--- src/rtl/rv_isa_pkg.sv ---
// RV32I opcode, format and immediate-width definitions shared by the encoder
// and the decode-side immediate generator.
package rv_isa_pkg;

   localparam logic [6:0] OP_I    = 7'b0010011;
   localparam logic [6:0] OP_S    = 7'b0100011;
   localparam logic [6:0] OP_SB   = 7'b1100011;
   localparam logic [6:0] OP_I_LD = 7'b0000011;
   localparam logic [6:0] OP_J    = 7'b1101111;
   localparam logic [6:0] OP_JR   = 7'b1100111;
   localparam logic [6:0] OP_R    = 7'b0110011;

   localparam int W_I  = 12;
   localparam int W_SB = 13;
   localparam int W_J  = 21;

   typedef enum logic [2:0] {
      FMT_R,
      FMT_I,
      FMT_S,
      FMT_SB,
      FMT_J,
      FMT_BAD
   } fmt_e;

   function automatic fmt_e op_fmt(input logic [6:0] op);
      fmt_e f;
      case (op)
         OP_R:                 f = FMT_R;
         OP_I, OP_I_LD, OP_JR: f = FMT_I;
         OP_S:                 f = FMT_S;
         OP_SB:                f = FMT_SB;
         OP_J:                 f = FMT_J;
         default:              f = FMT_BAD;
      endcase
      return f;
   endfunction

   // True when imm is representable as a k-bit two's-complement value.
   function automatic logic imm_fits(input logic [31:0] imm, input int k);
      logic [31:0] hi;
      hi = 32'($signed(imm) >>> (k - 1));
      return (hi == '0) || (hi == '1);
   endfunction

endpackage

--- src/rtl/instr_encoder_imm_pack.sv ---
// Combinational immediate placement: scatters imm into its format-specific
// bit positions and flags whether the value is encodable for that opcode.
module imm_pack
   import rv_isa_pkg::*;
(
   input  logic [6:0]  opcode_i,
   input  logic [31:0] imm_i,
   output logic [31:0] imm_bits_o,
   output logic        range_ok_o
);

   always_comb begin
      imm_bits_o = '0;
      range_ok_o = 1'b0;
      case (op_fmt(opcode_i))
         FMT_R: range_ok_o = 1'b1;
         FMT_I: begin
            imm_bits_o = {imm_i[11:0], 20'b0};
            range_ok_o = imm_fits(imm_i, W_I);
         end
         FMT_S: begin
            imm_bits_o = {imm_i[11:5], 13'b0, imm_i[4:0], 7'b0};
            range_ok_o = imm_fits(imm_i, W_I);
         end
         FMT_SB: begin
            imm_bits_o = {imm_i[12], imm_i[10:5], 13'b0, imm_i[4:1], imm_i[11], 7'b0};
            range_ok_o = imm_fits(imm_i, W_SB) && !imm_i[0];
         end
         FMT_J: begin
            imm_bits_o = {imm_i[20], imm_i[10:1], imm_i[11], imm_i[19:12], 12'b0};
            range_ok_o = imm_fits(imm_i, W_J) && !imm_i[0];
         end
         default: ;
      endcase
   end

endmodule

--- src/rtl/instr_encoder.sv ---
// RV32I instruction encoder streaming {word, byte address}; 1-cycle latency,
// single output register, in_ready = !out_valid || out_ready.
module instr_encoder
   import rv_isa_pkg::*;
#(
   parameter int ADDR_W = 32,
   parameter int CNT_W  = 8
) (
   input  logic              clk,
   input  logic              rst_n,
   input  logic              in_valid,
   output logic              in_ready,
   input  logic [6:0]        in_opcode,
   input  logic [4:0]        in_rd,
   input  logic [4:0]        in_rs1,
   input  logic [4:0]        in_rs2,
   input  logic [2:0]        in_funct3,
   input  logic [6:0]        in_funct7,
   input  logic [31:0]       in_imm,
   output logic              out_valid,
   input  logic              out_ready,
   output logic [31:0]       out_instr,
   output logic [ADDR_W-1:0] out_addr,
   input  logic              load_base,
   input  logic [ADDR_W-1:0] base_addr,
   input  logic              err_clr,
   output logic              err_sticky,
   output logic [CNT_W-1:0]  err_count
);

   logic              out_valid_q, out_valid_d;
   logic [31:0]       instr_q, instr_d;
   logic [ADDR_W-1:0] addr_q, addr_d;
   logic [ADDR_W-1:0] pc_q, pc_d, pc_cur;
   logic              sticky_q, sticky_d;
   logic [CNT_W-1:0]  errs_q, errs_d;

   logic [31:0] imm_bits;
   logic        range_ok;
   logic [31:0] word;
   logic        accept, good, rej;

   imm_pack u_imm_pack (
      .opcode_i   (in_opcode),
      .imm_i      (in_imm),
      .imm_bits_o (imm_bits),
      .range_ok_o (range_ok)
   );

   assign in_ready = !out_valid_q || out_ready;
   assign accept   = in_valid && in_ready;
   assign good     = accept && range_ok;
   assign rej      = accept && !range_ok;

   always_comb begin
      word = '0;
      case (op_fmt(in_opcode))
         FMT_R:         word = {in_funct7, in_rs2, in_rs1, in_funct3, in_rd, in_opcode};
         FMT_I:         word = {12'b0, in_rs1, in_funct3, in_rd, in_opcode} | imm_bits;
         FMT_S, FMT_SB: word = {7'b0, in_rs2, in_rs1, in_funct3, 5'b0, in_opcode} | imm_bits;
         FMT_J:         word = {20'b0, in_rd, in_opcode} | imm_bits;
         default: ;
      endcase
   end

   // A same-cycle load_base is seen by the word accepted in that cycle.
   assign pc_cur = load_base ? (base_addr & ~ADDR_W'(3)) : pc_q;

   always_comb begin
      out_valid_d = out_valid_q;
      instr_d     = instr_q;
      addr_d      = addr_q;
      pc_d        = pc_cur;
      sticky_d    = sticky_q;
      errs_d      = errs_q;
      if (good) begin
         out_valid_d = 1'b1;
         instr_d     = word;
         addr_d      = pc_cur;
         pc_d        = pc_cur + ADDR_W'(4);
      end else if (out_ready) begin
         out_valid_d = 1'b0;
      end
      if (rej) begin
         sticky_d = 1'b1;
         if (err_clr)          errs_d = CNT_W'(1);
         else if (errs_q != '1) errs_d = errs_q + CNT_W'(1);
      end else if (err_clr) begin
         sticky_d = 1'b0;
         errs_d   = '0;
      end
   end

   always_ff @(posedge clk or negedge rst_n) begin
      if (!rst_n) begin
         out_valid_q <= 1'b0;
         instr_q     <= '0;
         addr_q      <= '0;
         pc_q        <= '0;
         sticky_q    <= 1'b0;
         errs_q      <= '0;
      end else begin
         out_valid_q <= out_valid_d;
         instr_q     <= instr_d;
         addr_q      <= addr_d;
         pc_q        <= pc_d;
         sticky_q    <= sticky_d;
         errs_q      <= errs_d;
      end
   end

   assign out_valid  = out_valid_q;
   assign out_instr  = instr_q;
   assign out_addr   = addr_q;
   assign err_sticky = sticky_q;
   assign err_count  = errs_q;

endmodule

--- config.mk ---
export PLATFORM = sky130hd
export DESIGN_NAME = instr_encoder
export DESIGN_NICKNAME = d
export VERILOG_FILES = /design/src/rtl/rv_isa_pkg.sv /design/src/rtl/instr_encoder_imm_pack.sv /design/src/rtl/instr_encoder.sv
export SDC_FILE = /design/constraint.sdc
export NUM_CORES = 1
export LEC_CHECK = 0
export BUFFER_PORTS_ARGS = -buffer_cell sky130_fd_sc_hd__clkbuf_2
export CAP_MARGIN = 15
export CORE_AREA = 2 2 131 133
export CTS_CLUSTER_SIZE = 30
export DETAILED_ROUTE_END_ITERATION = 8
export DIE_AREA = 0 0 133 135
export MAX_ROUTING_LAYER = met4
export PLACE_DENSITY_LB_ADDON = 0.08
export SLEW_MARGIN = 10
export SYNTH_ARGS = -nofsm -noshare
export SYNTH_HDL_FRONTEND = slang
export SYNTH_HIERARCHICAL = 1
export SYNTH_SLANG_ARGS = --single-unit
--- constraint.sdc ---
create_clock -name clk -period 2.2 [get_ports clk]
set_clock_uncertainty 0.2 [all_clocks]
set_input_delay 0 -clock clk [delete_from_list [all_inputs] [get_ports clk]]
set_output_delay 0 -clock clk [all_outputs]
set_load 0.02 [all_outputs]
==> flow_summary.ini, run 1 <==
[outcome]
status = complete, no violations

[floorplanning]
core_um2 = 16400
rows = 47
die_y_um = 135
dieArea_um2 = 18000
start_util_pct = 34.6
pin_count = 177
die_w_um = 133

[timing]
slew_headroom_pct = 65.4
hold_violations = 0
slew_violations = 0
max_freq_ghz = 0.457
rsz0062_at_grt = yes
layout_setup_ws_ps = 12.0
period_minus_slack_ps = 2190
period_share_pct = 99.5
finalSetupViolations = 0
worst_slew_pin_slew_ps = 519

[clocking]
cts-root-buf = clkbuf_16
cts_buffer_depth = 2
numClockSinks = 106
h-tree-depth = 3
cts_buffers = 9
clk_pin_slew_ps = 70
clk_latency_ps = 350
cts_tree = built

[hold_path]
hold_class = in -> reg
hp-start = load_base

[detailed_routing]
drt-pass1-iter-count = 4
wl_per_cell_um = 15.3
vias = 5504
antenna_left = 0
drtIter0Drc = 233
via_per_inst = 4.92
drt_wl_total_um = 17100
drc = 0

[finish]
finish.utilization_pct = 52.3
layout.cells.non_filler = 1119
fin_nets = 998
area_growth_pct = 50.9
drive_above_1_share_pct = 34.0
fillerInstances = 1531
layout_common_cells = 169 x clkbuf_2, 106 x nand2_1, 106 x dfrtp_1
diodes = 0
layout.cells.most_common = clkbuf_2
multiInputGateArea_um2 = 3020
seq_area_um2 = 2650

[global_route]
grt_pass1_wl_um = 27800
grt_pass1_vias = 5666
grt_overflow_total = 0
antenna_found_initial = 0
grt_max_degree = 47
grtUsageTotal_pct = 20.1

[setup_path]
crit_start = in_imm[12]
start_kind = primary input
worstPathRequired_ps = 2230
cp-end-kind = register
crit_fanout = 3
arrival_ps = 2220
r2r-start = pc_q[10]$_DFF_PN0_
criticalPathCategory = in -> reg

[placed_design]
gp_congestion = 0.765
dpl_worst_slack_ps = -435
dp_hpwl_um = 12300
placedCellCount = 1016
io_buffers = 174

[power_and_ir_drop]
leakagePower_nw = 4.14
p_per_area_nw_per_um2 = 550
ir_drop_mv = 0.350

[yosys]
syn_area_per_cell_um2 = 9.62
netlist_area_um2 = 5680
yosysWarnings = 6
synthCells = 591

[job]
maxCapViolCount = 0
[state kept, by name (all words and copies together) (netlist names)]
name,count
out_instr,32
out_valid,1
err_count,8
out_addr,32
pc_q,32
err_sticky,1
[stage by stage]
step           hold slack (ps)  cell area [um^2]  setup TNS (ps)  power (mW)
6_report                  22.0              8580               0        4.72
5_1_grt                   61.2              8580            -687        4.95
4_1_cts                   12.3              8450               0        4.76
3_5_place_dp              -206              7230          -19370        2.92
3_3_place_gp              -218              7230          -13460        2.91
2_1_floorplan             -496              5740            -144        2.56
[area by class of cell]
type,count,area share [%]
multi-input combinational,451,35.3
tap,220,3.21
sequential,106,30.9
clock buffer,11,2.83
clock inverter,5,0.700
inverter,3,0.131
timing repair buffer,323,26.9
[worst max-delay path, cell delays in order]
cell      delay (ps)
clkbuf_2         120
nor4_2           440
nand3_4          120
a311oi_2         250
a211o_1          240
nand4_4          150
or3_4            390
nor3_4           240
nand3_1          120
xor2_1           150
[repair_timing]
action,in CTS,in global routing
hold buffers,87,0
endpoints found under the hold margin,203,0
setup endpoints to repair,12,25
resized for setup,5,29
pin swaps,3,14
setup buffers,0,0
cloned,0,0
[layer usage]
metal	wire, um	global-route usage, %	share of wire (%)
met5	0	-	0
met4	338	7.47	2.0
met3	609	2.18	3.6
met2	8740	34.1	51
met1	7410	24.8	43
[power breakdown]
part | switching (mW) | internal [mW] | total [mW]
logic | 0.466 | 0.413 | 0.879
registers | 0.0776 | 2.07 | 2.15
clock network | 0.768 | 0.922 | 1.69
total | 1.31 | 3.40 | 4.72
[path summary, 6_finish.rpt]
kind / depth (start not counted) / slack, ps / end
max: 10 / 10 / pc_q[29]$_DFF_PN0_
min: 4 / 20 / pc_q[9]$_DFF_PN0_
max reg2reg: 6 / 50 / pc_q[29]$_DFF_PN0_
min reg2reg: 2 / 270 / out_instr[25]$_DFFE_PN0P_
max in group asynchronous: 4 / 920 / err_count[2]$_DFFE_PN0P_
min in group asynchronous: 4 / 510 / out_addr[9]$_DFFE_PN0P_
Note: power is estimated with default switching activity, not from simulation.
==> run 2: changes to the inputs <==
--- a/config.mk
+++ b/config.mk
@@ -5,6 +5,7 @@
 export SDC_FILE = /design/constraint.sdc
 export NUM_CORES = 1
 export LEC_CHECK = 0
+export ABC_AREA = 0
 export BUFFER_PORTS_ARGS = -buffer_cell sky130_fd_sc_hd__clkbuf_2
 export CAP_MARGIN = 15
 export CORE_AREA = 2 2 131 133
==> constraint.sdc (replaced) <==
create_clock -name clk -period 2.4 [get_ports clk]
set_clock_uncertainty 0.2 [all_clocks]
set_input_delay 0 -clock clk [delete_from_list [all_inputs] [get_ports clk]]
set_output_delay 0 -clock clk [all_outputs]
set_load 0.02 [all_outputs]
==> flow_summary.ini, run 2 (synthesized netlist as in run 1, its figures left out) <==
[outcome]
status = complete, no violations

[global_route]
grt_max_degree = 52
grt_pass1_vias = 5363
grtUsageTotal_pct = 19.5
grt_pass1_wl_um = 27200
antenna_found_initial = 0
grt_overflow_total = 0

[timing]
setup_tns_ps = 0
period_share_pct = 94.4
slew_violations = 0
slew_headroom_pct = 60.8
max_freq_ghz = 0.441
rsz0062_at_grt = no
worst_slew_pin_slew_ps = 588
hold_violations = 0
period_minus_slack_ps = 2270
finalSetupViolations = 0

[detailed_routing]
drt-pass1-iter-count = 5
drt_wl_total_um = 16800
wl_per_cell_um = 15.1
antenna_left = 0
vias = 5447
via_per_inst = 4.90
drc = 0
drtIter0Drc = 293

[finish]
drive_above_1_share_pct = 32.2
fin_nets = 992
area_growth_pct = 47.6
diodes = 0
multiInputGateArea_um2 = 2910
layout.cells.non_filler = 1111
fillerInstances = 1577
layout.cells.most_common = clkbuf_2
layout_common_cells = 173 x clkbuf_2, 107 x nand2_1, 106 x dfrtp_1
seq_area_um2 = 2650

[setup_path]
crit_fanout = 3
start_kind = primary input
r2r-start = pc_q[10]$_DFF_PN0_
worstPathRequired_ps = 2420
r2r_setup_slack_ps = 250
endpoint = pc_q[31]$_DFF_PN0_
arrival_ps = 2280
reg2reg_depth = 6
r2r_end = pc_q[31]$_DFF_PN0_
criticalPathCategory = in -> reg
cp-end-kind = register
crit_start = base_addr[24]

[power_and_ir_drop]
leakagePower_nw = 4.09
p_per_area_nw_per_um2 = 516
ir_drop_mv = 0.308

[clocking]
cts-root-buf = clkbuf_16
clk_latency_ps = 350
cts_buffer_depth = 2
cts_tree = built
numClockSinks = 106
cts_buffers = 9
clk_pin_slew_ps = 70
h-tree-depth = 3

[floorplanning]
pin_count = 177
start_util_pct = 34.6
core_um2 = 16400
die_w_um = 133
rows = 47
dieArea_um2 = 18000
die_y_um = 135

[job]
maxCapViolCount = 0

[placed_design]
io_buffers = 174
gp_congestion = 0.810
placedCellCount = 1011
dp_hpwl_um = 12300

[hold_path]
hold_class = in -> reg
## run 2: cell types whose count changed in the layout (fill, tap and decap cells not counted), sizes merged
cell         before  now
clkbuf          180  184
dlygate4sd3      86   83
buf              68   61
clkinvlp          1    0
bufinv            1    2
inv               5    3
## run 2: layout make-up
cell class	instances	share of cell area, %
clock inverter	3	0.775
tap	220	3.28
multi-input combinational	451	34.7
inverter	3	0.134
clock buffer	11	2.89
sequential	106	31.6
timing repair buffer	317	26.6
## run 2: how the worst min path moves through the flow
| stage | from | to | slack (ps) | cells after the start |
|---|---|---|---|---|
| after floorplan | rst_n | err_count[0]$_DFFE_PN0P_ | -500 | 0 |
| after global placement | rst_n | out_addr[12]$_DFFE_PN0P_ | -260 | 1 |
| after detailed placement | rst_n | out_addr[12]$_DFFE_PN0P_ | -250 | 1 |
| after CTS | in_imm[13] | out_instr[13]$_DFFE_PN0P_ | 4 | 5 |
| after global routing | in_imm[12] | out_instr[31]$_DFFE_PN0P_ | 40 | 6 |
| final | in_imm[13] | out_instr[13]$_DFFE_PN0P_ | 10 | 5 |
## run 2: power by group
group	switching, mW	internal (mW)
Combinational	0.414	0.359
Clock	0.655	0.931
Sequential	0.0730	1.90
Total	1.14	3.19
## run 2: routing by layer
layer  up-vias  wire length, um  global-route usage, %
met5         -                0                      -
met4         0              221                   5.44
met3        15              746                   2.93
met2       142             8240                   32.8
met1      2594             7540                   24.6
li1       2696                -                      -
## run 2: what timing repair did
item	in CTS	in global routing
hold endpoints to repair	202	0
resized for setup	1	7
pin swaps	1	3
endpoints found under the setup margin	2	18
hold buffers	84	0
setup buffers	0	2
## run 2: worst max-delay path, cell delays in order
cell,delay [ps]
dlygate4sd3_1,520
clkbuf_2,130
nand2_1,60
dlygate4sd3_1,580
o22ai_1,250
nor2b_1,230
nor2b_1,210
nand3_1,130
xor2_1,160
## run 2: per-stage QoR
| step | total power [mW] | hold slack [ps] | instance area (um^2) | setup slack, ps | utilization, % |
|---|---|---|---|---|---|
| after detailed placement | 2.67 | -253 | 7180 | -391 | 43.7 |
| final | 4.33 | 12.1 | 8390 | 134 | 51.1 |
| after global routing | 4.54 | 40.0 | 8390 | 9.26 | 51.1 |
| after floorplan | 2.34 | -496 | 5710 | 0.445 | - |
| after global placement | 2.66 | -255 | 7180 | -320 | 43.7 |
| after CTS | 4.37 | 3.83 | 8340 | 41.6 | 50.8 |
==> run 3: changes to the inputs <==
--- a/config.mk
+++ b/config.mk
@@ -5,13 +5,13 @@
 export SDC_FILE = /design/constraint.sdc
 export NUM_CORES = 1
 export LEC_CHECK = 0
-export ABC_AREA = 0
+export ABC_AREA = 1
 export BUFFER_PORTS_ARGS = -buffer_cell sky130_fd_sc_hd__clkbuf_2
 export CAP_MARGIN = 15
-export CORE_AREA = 2 2 131 133
+export CORE_AREA = 2 2 140 142
 export CTS_CLUSTER_SIZE = 30
 export DETAILED_ROUTE_END_ITERATION = 8
-export DIE_AREA = 0 0 133 135
+export DIE_AREA = 0 0 142 144
 export MAX_ROUTING_LAYER = met4
 export PLACE_DENSITY_LB_ADDON = 0.08
 export SLEW_MARGIN = 10
==> flow_summary.ini, run 3 <==
[setup_path]
crit_path_top_delay_cell = dlygate4sd3_1
path_delay_family = buffers and inverters
arrival_ps = 2310
worst-path-stages = 14
cp-end-kind = register
crit_fanout = 7
worst-path-buf-inv = 4
worstPathRequired_ps = 2430
start_kind = primary input
reg2reg_depth = 9
crit_path_max_incr_delay_ps = 560
cpMostUsedCell = nand2_1
criticalPathCategory = in -> reg
crit_chain = clkbuf_2, nor3b_1, nand2_1, nand2_1, inv_2, nand2_4, nor2_4, nor2_2, nand2_1, nand2_1, dlygate4sd3_1, o21ai_1, dlygate4sd3_1, nand2_1

[global_route]
grt_max_degree = 56
antenna_found_initial = 0
grt_pass1_vias = 6366
grt_overflow_total = 0
grtUsageTotal_pct = 20.3
grt_pass1_wl_um = 32000

[power_and_ir_drop]
leakagePower_nw = 4.89
switching_share_pct = 28.3
ir_drop_mv = 0.317
seqPwrFrac_pct = 47.5
p_per_area_nw_per_um2 = 447
p_comb_share_pct = 18.7
p_clk_share_pct = 33.8
p_sw_mw = 1.14
power.internal_mw = 2.89

[floorplanning]
die_w_um = 142
dieArea_um2 = 20400
die_y_um = 144
pin_count = 177
rows = 51
core_um2 = 19100
start_util_pct = 34.2

[finish]
fillerInstances = 1996
drive_above_1_share_pct = 23.0
layout_common_cells = 407 x nand2_1, 172 x clkbuf_2, 106 x dfrtp_1
layout.cells.most_common = nand2_1
layout.cells.non_filler = 1482
fin_nets = 1346
finish.utilization_pct = 47.3
area_growth_pct = 38.2
diodes = 0

[placed_design]
dp_hpwl_um = 14600
dpl_worst_slack_ps = 121
gp_congestion = 0.851
placedCellCount = 1376
io_buffers = 174

[timing]
period_minus_slack_ps = 2280
layout_setup_ws_ps = 121
setup_tns_ps = 0
hold_violations = 2
slew_violations = 0
max_freq_ghz = 0.439
hold_ws_ps = -23.6
period_share_pct = 95.0
finalSetupViolations = 0
worst_slew_pin_slew_ps = 527
slew_headroom_pct = 64.8

[clocking]
clk_latency_ps = 340
numClockSinks = 106
cts_buffers = 9
h-tree-depth = 3
cts_tree = built
cts-root-buf = clkbuf_16
cts_buffer_depth = 2
clk_pin_slew_ps = 60

[yosys]
yosysWarnings = 6
netlist_area_um2 = 6530
synthCells = 968
syn_area_per_cell_um2 = 6.74

[hold_path]
hold_path_depth = 6
hold_class = in -> reg

[detailed_routing]
wl_per_cell_um = 13.5
via_per_inst = 4.57
drtIter0Drc = 312
drt-pass1-iter-count = 5
vias = 6768
drc = 0
drt_wl_total_um = 20000
antenna_left = 0

[outcome]
violations = negative hold slack
status = complete, but fails checks

[job]
maxCapViolCount = 0
## run 3: cell count changes in the layout (fill, tap and decap cells not counted), sizes merged, moves of 11 or more
cell,change
a32oi,-19
nor2,+60
and2,-21
nand2,+328
o21ai,+34
buf,-28
mux2i,-22
nand3,+17
xor2,-15
inv,+97
and3,-14
nor2b,-11
## run 3: tightest hold or removal path, delay by kind of cell
kind / cells / cell delay (ps)
AO/OA/AOI/OAI: 2 / 260
buffers and inverters: 2 / 130
AND/OR/NAND/NOR: 2 / 90
## run 3: path summary, 6_finish.rpt
kind / end / startpoint / slack, ps
max: out_instr[28]$_DFFE_PN0P_ / in_opcode[2] / 120
min: out_instr[30]$_DFFE_PN0P_ / in_imm[10] / -20
max reg2reg: pc_q[14]$_DFF_PN0_ / pc_q[8]$_DFF_PN0_ / 140
min reg2reg: out_addr[1]$_DFFE_PN0P_ / out_addr[1]$_DFFE_PN0P_ / 270
max in group asynchronous: pc_q[5]$_DFF_PN0_ / rst_n / 540
min in group asynchronous: out_addr[9]$_DFFE_PN0P_ / rst_n / 530
## run 3: repair_timing
item	CTS	global route
hold endpoints to repair	201	0
buffers inserted	0	6
setup endpoints to repair	0	13
resized for setup	0	28
hold buffers	89	0
## run 3: area by class of cell
cell class	count	area [um^2]	area share [%]
repair buffers	293	2050	22.8
clock inverters	3	18.8	0.208
multi-input cells	732	3380	37.4
inverters	100	380	4.22
clock buffers	10	239	2.65
flip-flops and latches	106	2650	29.4
well taps	238	298	3.30
## run 3: layer usage
layer | share of wire [%] | up-vias | GRT usage (%)
met5 | 0 | - | -
met4 | 1.2 | 0 | 4.95
met3 | 3.8 | 19 | 3.25
met2 | 49 | 153 | 33.8
met1 | 46 | 3046 | 26.2
li1 | - | 3550 | -
## run 3: power groups by stage
| stage | Sequential, mW | Clock [mW] | Combinational (mW) |
|---|---|---|---|
| floorplan | 2.01 | 0 | 0.318 |
| global placement | 1.95 | 0 | 0.657 |
| detailed placement | 1.95 | 0 | 0.658 |
| CTS | 1.92 | 1.43 | 0.754 |
| global route | 1.93 | 1.48 | 0.848 |
| finish | 1.92 | 1.36 | 0.753 |
## run 3: stage by stage
step	power, mW	area, um^2
finish	4.03	9020
floorplan	2.32	6540
global placement	2.61	7780
detailed placement	2.61	7780
CTS	4.10	8930
global route	4.26	9020
